==> src/rtl/rail_sequencer.sv <==
// rail_sequencer: N-rail power sequencer; rails come up in index order qualified on power-good
// and drop in reverse order. Define RAIL_SEQ_RETRY_EN to add timed auto-retry after a fault.
module rail_sequencer #(
   parameter int unsigned NUM_RAILS    = 4,
   parameter int unsigned CNT_W        = 24,
   parameter int unsigned PG_TIMEOUT   = 65536,
   parameter int unsigned PG_DEBOUNCE  = 16,
   parameter int unsigned SETTLE_TICKS = 4096,
   parameter int unsigned OFF_TICKS    = 1024,
   parameter int unsigned RETRY_TICKS  = 262144,
   parameter int unsigned MAX_RETRIES  = 3,
   localparam int unsigned IDX_W = (NUM_RAILS > 1) ? $clog2(NUM_RAILS) : 1
) (
   input  logic                 sysclk,
   input  logic                 reset_INV,
   input  logic                 enable,
   input  logic [NUM_RAILS-1:0] pg,
   output logic [NUM_RAILS-1:0] en,
   output logic                 all_good,
   output logic                 fault,
   output logic [IDX_W-1:0]     fault_rail,
   output logic [2:0]           state
);

   typedef logic [CNT_W-1:0] cnt_t;
   typedef logic [IDX_W-1:0] idx_t;

   typedef enum logic [2:0] {
      StIdle      = 3'd0,
      StUp        = 3'd1,
      StSettle    = 3'd2,
      StRun       = 3'd3,
      StDown      = 3'd4,
      StFault     = 3'd5,
      StRetryWait = 3'd6
   } state_e;

   // Counters compare against "last tick" values so the event lands exactly N ticks after entry.
   localparam cnt_t TimeoutLast = cnt_t'(PG_TIMEOUT - 1);
   localparam cnt_t DebLast     = cnt_t'(PG_DEBOUNCE - 1);
   localparam cnt_t SettleLast  = cnt_t'(SETTLE_TICKS - 1);
   localparam cnt_t OffLast     = cnt_t'(OFF_TICKS - 1);
   localparam idx_t LastIdx     = idx_t'(NUM_RAILS - 1);

   state_e               state_q, state_d;
   idx_t                 idx_q, idx_d;
   cnt_t                 tick_q, tick_d;
   cnt_t                 deb_q, deb_d;
   logic [NUM_RAILS-1:0] en_q, en_d;
   logic                 all_good_q, all_good_d;
   logic                 fault_q, fault_d;
   idx_t                 fault_rail_q, fault_rail_d;
   logic [NUM_RAILS-1:0] sync_q, pgs_q;

   logic [NUM_RAILS-1:0] qual_mask;
   logic                 pg_fail;
   idx_t                 fail_idx;
   logic                 qual;
   logic                 timeout;
   idx_t                 idx_nx;

`ifdef RAIL_SEQ_RETRY_EN
   localparam cnt_t       RetryLast  = cnt_t'(RETRY_TICKS - 1);
   localparam logic [1:0] MaxRetries = 2'(MAX_RETRIES);
   logic [1:0] retries_q, retries_d;
`else
   logic unused_retry_cfg;
   assign unused_retry_cfg = ^{RETRY_TICKS, MAX_RETRIES};
`endif

   always_ff @(posedge sysclk or negedge reset_INV) begin
      if (!reset_INV) begin
         sync_q <= '0;
         pgs_q  <= '0;
      end else begin
         sync_q <= pg;
         pgs_q  <= sync_q;
      end
   end

   // Qualified rails: all enabled rails, except the one still being debounced in UP.
   always_comb begin
      qual_mask = en_q;
      if (state_q == StUp) begin
         qual_mask[idx_q] = 1'b0;
      end
      pg_fail  = 1'b0;
      fail_idx = '0;
      for (int unsigned j = 0; j < NUM_RAILS; j++) begin
         if (qual_mask[j] && !pgs_q[j] && !pg_fail) begin
            pg_fail  = 1'b1;
            fail_idx = idx_t'(j);
         end
      end
   end

   assign qual    = pgs_q[idx_q] && (deb_q == DebLast);
   assign timeout = (state_q == StUp) && (tick_q == TimeoutLast) && !qual;
   assign idx_nx  = idx_q + idx_t'(1);

   always_comb begin
      state_d      = state_q;
      idx_d        = idx_q;
      tick_d       = tick_q;
      deb_d        = deb_q;
      en_d         = en_q;
      all_good_d   = all_good_q;
      fault_d      = fault_q;
      fault_rail_d = fault_rail_q;
`ifdef RAIL_SEQ_RETRY_EN
      retries_d    = retries_q;
`endif
      case (state_q)
         StIdle: begin
            if (enable) begin
               state_d = StUp;
               idx_d   = '0;
               tick_d  = '0;
               deb_d   = '0;
               en_d    = '0;
               en_d[0] = 1'b1;
            end
         end
         StUp, StSettle, StRun: begin
            if (pg_fail || timeout) begin
               state_d      = StFault;
               en_d         = '0;
               all_good_d   = 1'b0;
               fault_d      = 1'b1;
               fault_rail_d = pg_fail ? fail_idx : idx_q;
               tick_d       = '0;
               deb_d        = '0;
            end else if (!enable) begin
               state_d      = StDown;
               en_d[idx_q]  = 1'b0;
               all_good_d   = 1'b0;
               tick_d       = '0;
               deb_d        = '0;
            end else if (state_q == StUp) begin
               tick_d = tick_q + cnt_t'(1);
               deb_d  = pgs_q[idx_q] ? deb_q + cnt_t'(1) : '0;
               if (qual) begin
                  tick_d = '0;
                  deb_d  = '0;
                  if (idx_q == LastIdx) begin
                     state_d = StSettle;
                  end else begin
                     idx_d        = idx_nx;
                     en_d[idx_nx] = 1'b1;
                  end
               end
            end else if (state_q == StSettle) begin
               tick_d = tick_q + cnt_t'(1);
               if (tick_q == SettleLast) begin
                  state_d    = StRun;
                  all_good_d = 1'b1;
                  tick_d     = '0;
`ifdef RAIL_SEQ_RETRY_EN
                  retries_d  = '0;
`endif
               end
            end
         end
         StDown: begin
            tick_d = tick_q + cnt_t'(1);
            if (tick_q == OffLast) begin
               tick_d = '0;
               if (idx_q == '0) begin
                  state_d = StIdle;
               end else begin
                  idx_d                     = idx_q - idx_t'(1);
                  en_d[idx_q - idx_t'(1)]   = 1'b0;
               end
            end
         end
`ifdef RAIL_SEQ_RETRY_EN
         StFault: begin
            if (retries_q == MaxRetries) begin
               if (!enable) begin
                  state_d   = StIdle;
                  fault_d   = 1'b0;
                  retries_d = '0;
               end
            end else begin
               state_d = StRetryWait;
               tick_d  = '0;
            end
         end
         StRetryWait: begin
            if (!enable) begin
               state_d   = StIdle;
               fault_d   = 1'b0;
               retries_d = '0;
               tick_d    = '0;
            end else begin
               tick_d = tick_q + cnt_t'(1);
               if (tick_q == RetryLast) begin
                  retries_d = retries_q + 2'd1;
                  fault_d   = 1'b0;
                  state_d   = StUp;
                  idx_d     = '0;
                  tick_d    = '0;
                  deb_d     = '0;
                  en_d      = '0;
                  en_d[0]   = 1'b1;
               end
            end
         end
`else
         StFault: begin
            if (!enable) begin
               state_d = StIdle;
               fault_d = 1'b0;
            end
         end
`endif
         default: begin
            state_d    = StIdle;
            en_d       = '0;
            all_good_d = 1'b0;
            tick_d     = '0;
            deb_d      = '0;
         end
      endcase
   end

   always_ff @(posedge sysclk or negedge reset_INV) begin
      if (!reset_INV) begin
         state_q      <= StIdle;
         idx_q        <= '0;
         tick_q       <= '0;
         deb_q        <= '0;
         en_q         <= '0;
         all_good_q   <= 1'b0;
         fault_q      <= 1'b0;
         fault_rail_q <= '0;
      end else begin
         state_q      <= state_d;
         idx_q        <= idx_d;
         tick_q       <= tick_d;
         deb_q        <= deb_d;
         en_q         <= en_d;
         all_good_q   <= all_good_d;
         fault_q      <= fault_d;
         fault_rail_q <= fault_rail_d;
      end
   end

`ifdef RAIL_SEQ_RETRY_EN
   always_ff @(posedge sysclk or negedge reset_INV) begin
      if (!reset_INV) begin
         retries_q <= '0;
      end else begin
         retries_q <= retries_d;
      end
   end
`endif

   assign en         = en_q;
   assign all_good   = all_good_q;
   assign fault      = fault_q;
   assign fault_rail = fault_rail_q;
   assign state      = state_q;

endmodule

==> config.mk <==
export PLATFORM = sky130hd
export DESIGN_NAME = rail_sequencer
export DESIGN_NICKNAME = d
export VERILOG_FILES = /design/src/rtl/rail_sequencer.sv
export SDC_FILE = /design/constraint.sdc
export NUM_CORES = 1
export LEC_CHECK = 0
export CORE_ASPECT_RATIO = 0.5
export CORE_MARGIN = 4
export CORE_UTILIZATION = 40
export DETAILED_ROUTE_END_ITERATION = 6
export GPL_TIMING_DRIVEN = 1
export PLACE_DENSITY_LB_ADDON = 0.08
export SETUP_SLACK_MARGIN = 0.15
export SLEW_MARGIN = 20
export SYNTH_ARGS = -nofsm -noshare
export SYNTH_HDL_FRONTEND = slang
export SYNTH_SLANG_ARGS = --single-unit
==> constraint.sdc <==
create_clock -name sysclk -period 4.3 [get_ports sysclk]
set_clock_uncertainty 0.2 [all_clocks]
set_input_delay 0.86 -clock sysclk [delete_from_list [all_inputs] [get_ports sysclk]]
set_output_delay 0.86 -clock sysclk [all_outputs]
set_load 0.05 [all_outputs]
==> run_results.csv <==
group,metric,value,unit
hold_path,hold_path.class,"register to register",
global_routing,grt_max_degree,70,
synth,synth_enable_flop_cells,0,
cts,cts_hold_buffers,0,
setup_path,cp-end-kind,"register",
cts,clock_path_buffers,2,
pwr,power.switching,1.16,mW
setup_path,critPathArrivalTime,3360,ps
cts,cts.clk_slew.worst_paths,60,ps
sta,layout_setup_ws,984,ps
cts,clock_latency,340,ps
sta,slew_violations,0,
synth,ys_ff_latch,69,
synth,synth_top_area_share,38.8,%
floorplan,dieArea,13000,µm²
setup_path,cp-startpoint,"idx_q[0]",
global_routing,grt-ovfl-total,0,
floorplan,fp.coreArea,10500,µm²
placement,dp_slack,876,ps
pwr,cellLeakagePower,1.98,nW
routing,final_antenna_net_count,0,
outcome,status,"complete, no violations",
floorplan,die_w,157,µm
routing,vias,3765,
floorplan,fp-row-count,26,
layout,final_nets,522,
synth,synth_nets,511,
placement,numPortBuffers,17,
setup_path,r2r-start,"idx_q[0]",
global_routing,grt_pass1_vias,3622,
floorplan,num_io_pins,18,
pwr,power_density,570,nW/µm²
hold_path,min_from,"sync_q[3]",
cts,ctsRootBufferMaster,"clkbuf_16",
layout,mostFrequentLayoutCells,"69 x dfrtp_1, 38 x nand2_1, 38 x nor2_1",
sta,fmax,0.302,GHz
global_routing,grt_pass1_wl,18400,µm
cts,cts_resized,0,
cts,postCtsSetupBuffers,0,
sta,hold_viol,0,
setup_path,critical_path_class,"register to register",
synth,yosys_most_used_dff,"dfrtp_1",
synth,synth.avg_cell_area,8.94,µm²
floorplan,dieHeight,82.6,µm
pwr,power_frac_clock,29.5,%
setup_path,reg2reg_slack,980,ps
pwr,power_frac_comb,42.7,%
global_routing,grtUsageTotal,17.8,%
global_routing,antenna_found_initial,0,
layout,antenna_cells,0,
pwr,intPower,1.72,mW
routing,avgViaCountPerCell,5.76,
cts,cts_tree,"yes",
sta,tns,0,ps
synth,synth_cell_types,64,
pwr,ir_drop,0.000238,V
sta,slew_headroom,38.7,%
cts,cts-htree-levels,3,
synth,synth_warnings,0,
layout,fillers,985,
cts,cts_made_buffers,9,
job,maxCapViolCount,0,
placement,gp_congestion,0.860,
routing,routedWlPerCell,16.5,µm
layout,syn2layout_area_growth,13.5,%
routing,wl,10800,µm
synth,yosys.area.top_type,"dfrtp_1",
setup_path,crit_path_start_kind,"register",
sta,finalCritPeriodShare,77.1,%
setup_path,cp_max_fo,10,
placement,dp.cells,638,
synth,synthArstFlopShare,100,%
synth,synth_top_cells_by_area,"dfrtp_1 39%, mux2i_1 5.4%, nor3_2 3.8%, a31oi_1 3.2%, nand2_1 3.2%",
sta,setup_viol,0,
synth,synth_area,4450,µm²
sta,tightest_slew,919,ps
cts,cts_num_sinks,69,
sta,rsz0062_at_grt,"no",
layout,drive_gt1_share,12.8,%
sta,finalCriticalPeriod,3320,ps
synth,seq_area_frac_synth,38.8,%
routing,route.detailed.drc,0,
layout,final_common_cell,"dfrtp_1",
setup_path,cp.required,4350,ps
routing,drt_iter0_drc,204,
synth,syn_inst,498,
pwr,seqPwrFrac,27.8,%
placement,place_hpwl,7260,µm
routing,dr.pass1.iters,5,
floorplan,start_util,42.3,%
pwr,netSwitchingFraction,40.3,%
layout,finalNonFillerCells,654,
## final timing paths
check                           depth (start not counted)    endpoint
max in group asynchronous                               1   deb_q[21]
worst min-delay path                                    0    pgs_q[3]
worst min register to register                          0    pgs_q[3]
worst max-delay path                                   10   deb_q[21]
min in group asynchronous                               1  tick_q[18]
worst max register to register                         10   deb_q[21]
## state kept, by name, summed over array words and instances, names as in the netlist
signal      flops
fault           1
tick_q         24
all_good        1
idx_q           2
fault_rail      2
state           3
sync_q          4
pgs_q           4
deb_q          24
en              4
## cell families after synthesis
group | Yosys count | synth area share, %
compound gates | 107 | 16.5
xor+xnor | 5 | 0.983
fa+ha+maj | 6 | 1.69
buf+inv | 53 | 5.70
flops | 69 | 38.8
mux | 27 | 6.40
simple gates | 231 | 30.0
## cells in the mapped netlist (2+ instances only)
cell type,instances
a31oi_1,23
clkbuf_1,13
o22ai_1,17
inv_1,26
and3_1,14
nor2b_1,6
nor4bb_1,2
or3_1,2
and2_1,6
xnor2_1,5
o221ai_1,3
nand2_1,38
nand4_1,20
or4_1,2
buf_6,6
and4_1,3
nand2b_1,12
ha_1,6
o21ai_0,20
nor3_2,17
o2bb2ai_1,3
nand4bb_1,2
nor2_1,38
o21a_1,2
mux2_2,2
mux2i_1,24
or2_2,2
nor3_1,11
buf_2,5
a21oi_1,15
a32o_1,4
buf_1,2
nor4_1,14
a41oi_1,2
nor2_2,6
dfrtp_1,69
nand3_1,28
o41ai_1,2
## routing by layer
layer / share of wire (%) / track usage, % / vias to the layer above / wire length [µm]
li1: - / - / 1882 / -
met1: 51 / 24.7 / 1806 / 5470
met2: 45 / 28.5 / 61 / 4830
met3: 3.3 / 4.06 / 16 / 352
met4: 1.1 / 4.55 / 0 / 117
met5: 0 / 0 / - / 0
## metrics by stage
stage	instance area [µm²]	total power [mW]	utilization, %	hold WS (ps)
floorplan	4450	1.77	-	131
global placement	4720	2.05	44.7	137
detailed placement	4720	2.04	44.7	135
CTS	5060	2.91	48.0	144
global route	5060	3.07	48.0	148
finish	5060	2.88	48.0	142
## critical path, cell delays in order (launching register included)
cell and delay [ps]:
dfrtp_1 480, inv_1 100, ha_1 270, nor4bb_1 170
o22ai_1 490, nor2_1 250, a31oi_1 260, buf_4 190
nand3_1 380, buf_4 320, o22ai_1 120
## power groups by stage
stage | sequential, mW | clock (mW) | combinational (mW)
final | 0.803 | 0.851 | 1.23
after global routing | 0.816 | 0.908 | 1.34
after CTS | 0.801 | 0.872 | 1.23
after detailed placement | 0.813 | 0 | 1.23
after global placement | 0.814 | 0 | 1.24
after floorplan | 0.892 | 0 | 0.882
## layout make-up
| cell class | instances | area [µm²] | share of cell area [%] |
|---|---|---|---|
| inverters | 26 | 97.6 | 1.93 |
| multi-input cells | 376 | 2470 | 48.9 |
| flip-flops and latches | 69 | 1730 | 34.2 |
| repair buffers | 27 | 243 | 4.80 |
| clock inverters | 6 | 111 | 2.20 |
| well taps | 140 | 175 | 3.46 |
| clock buffers | 10 | 229 | 4.53 |
No activity file was read; power rests on OpenSTA's default activity.
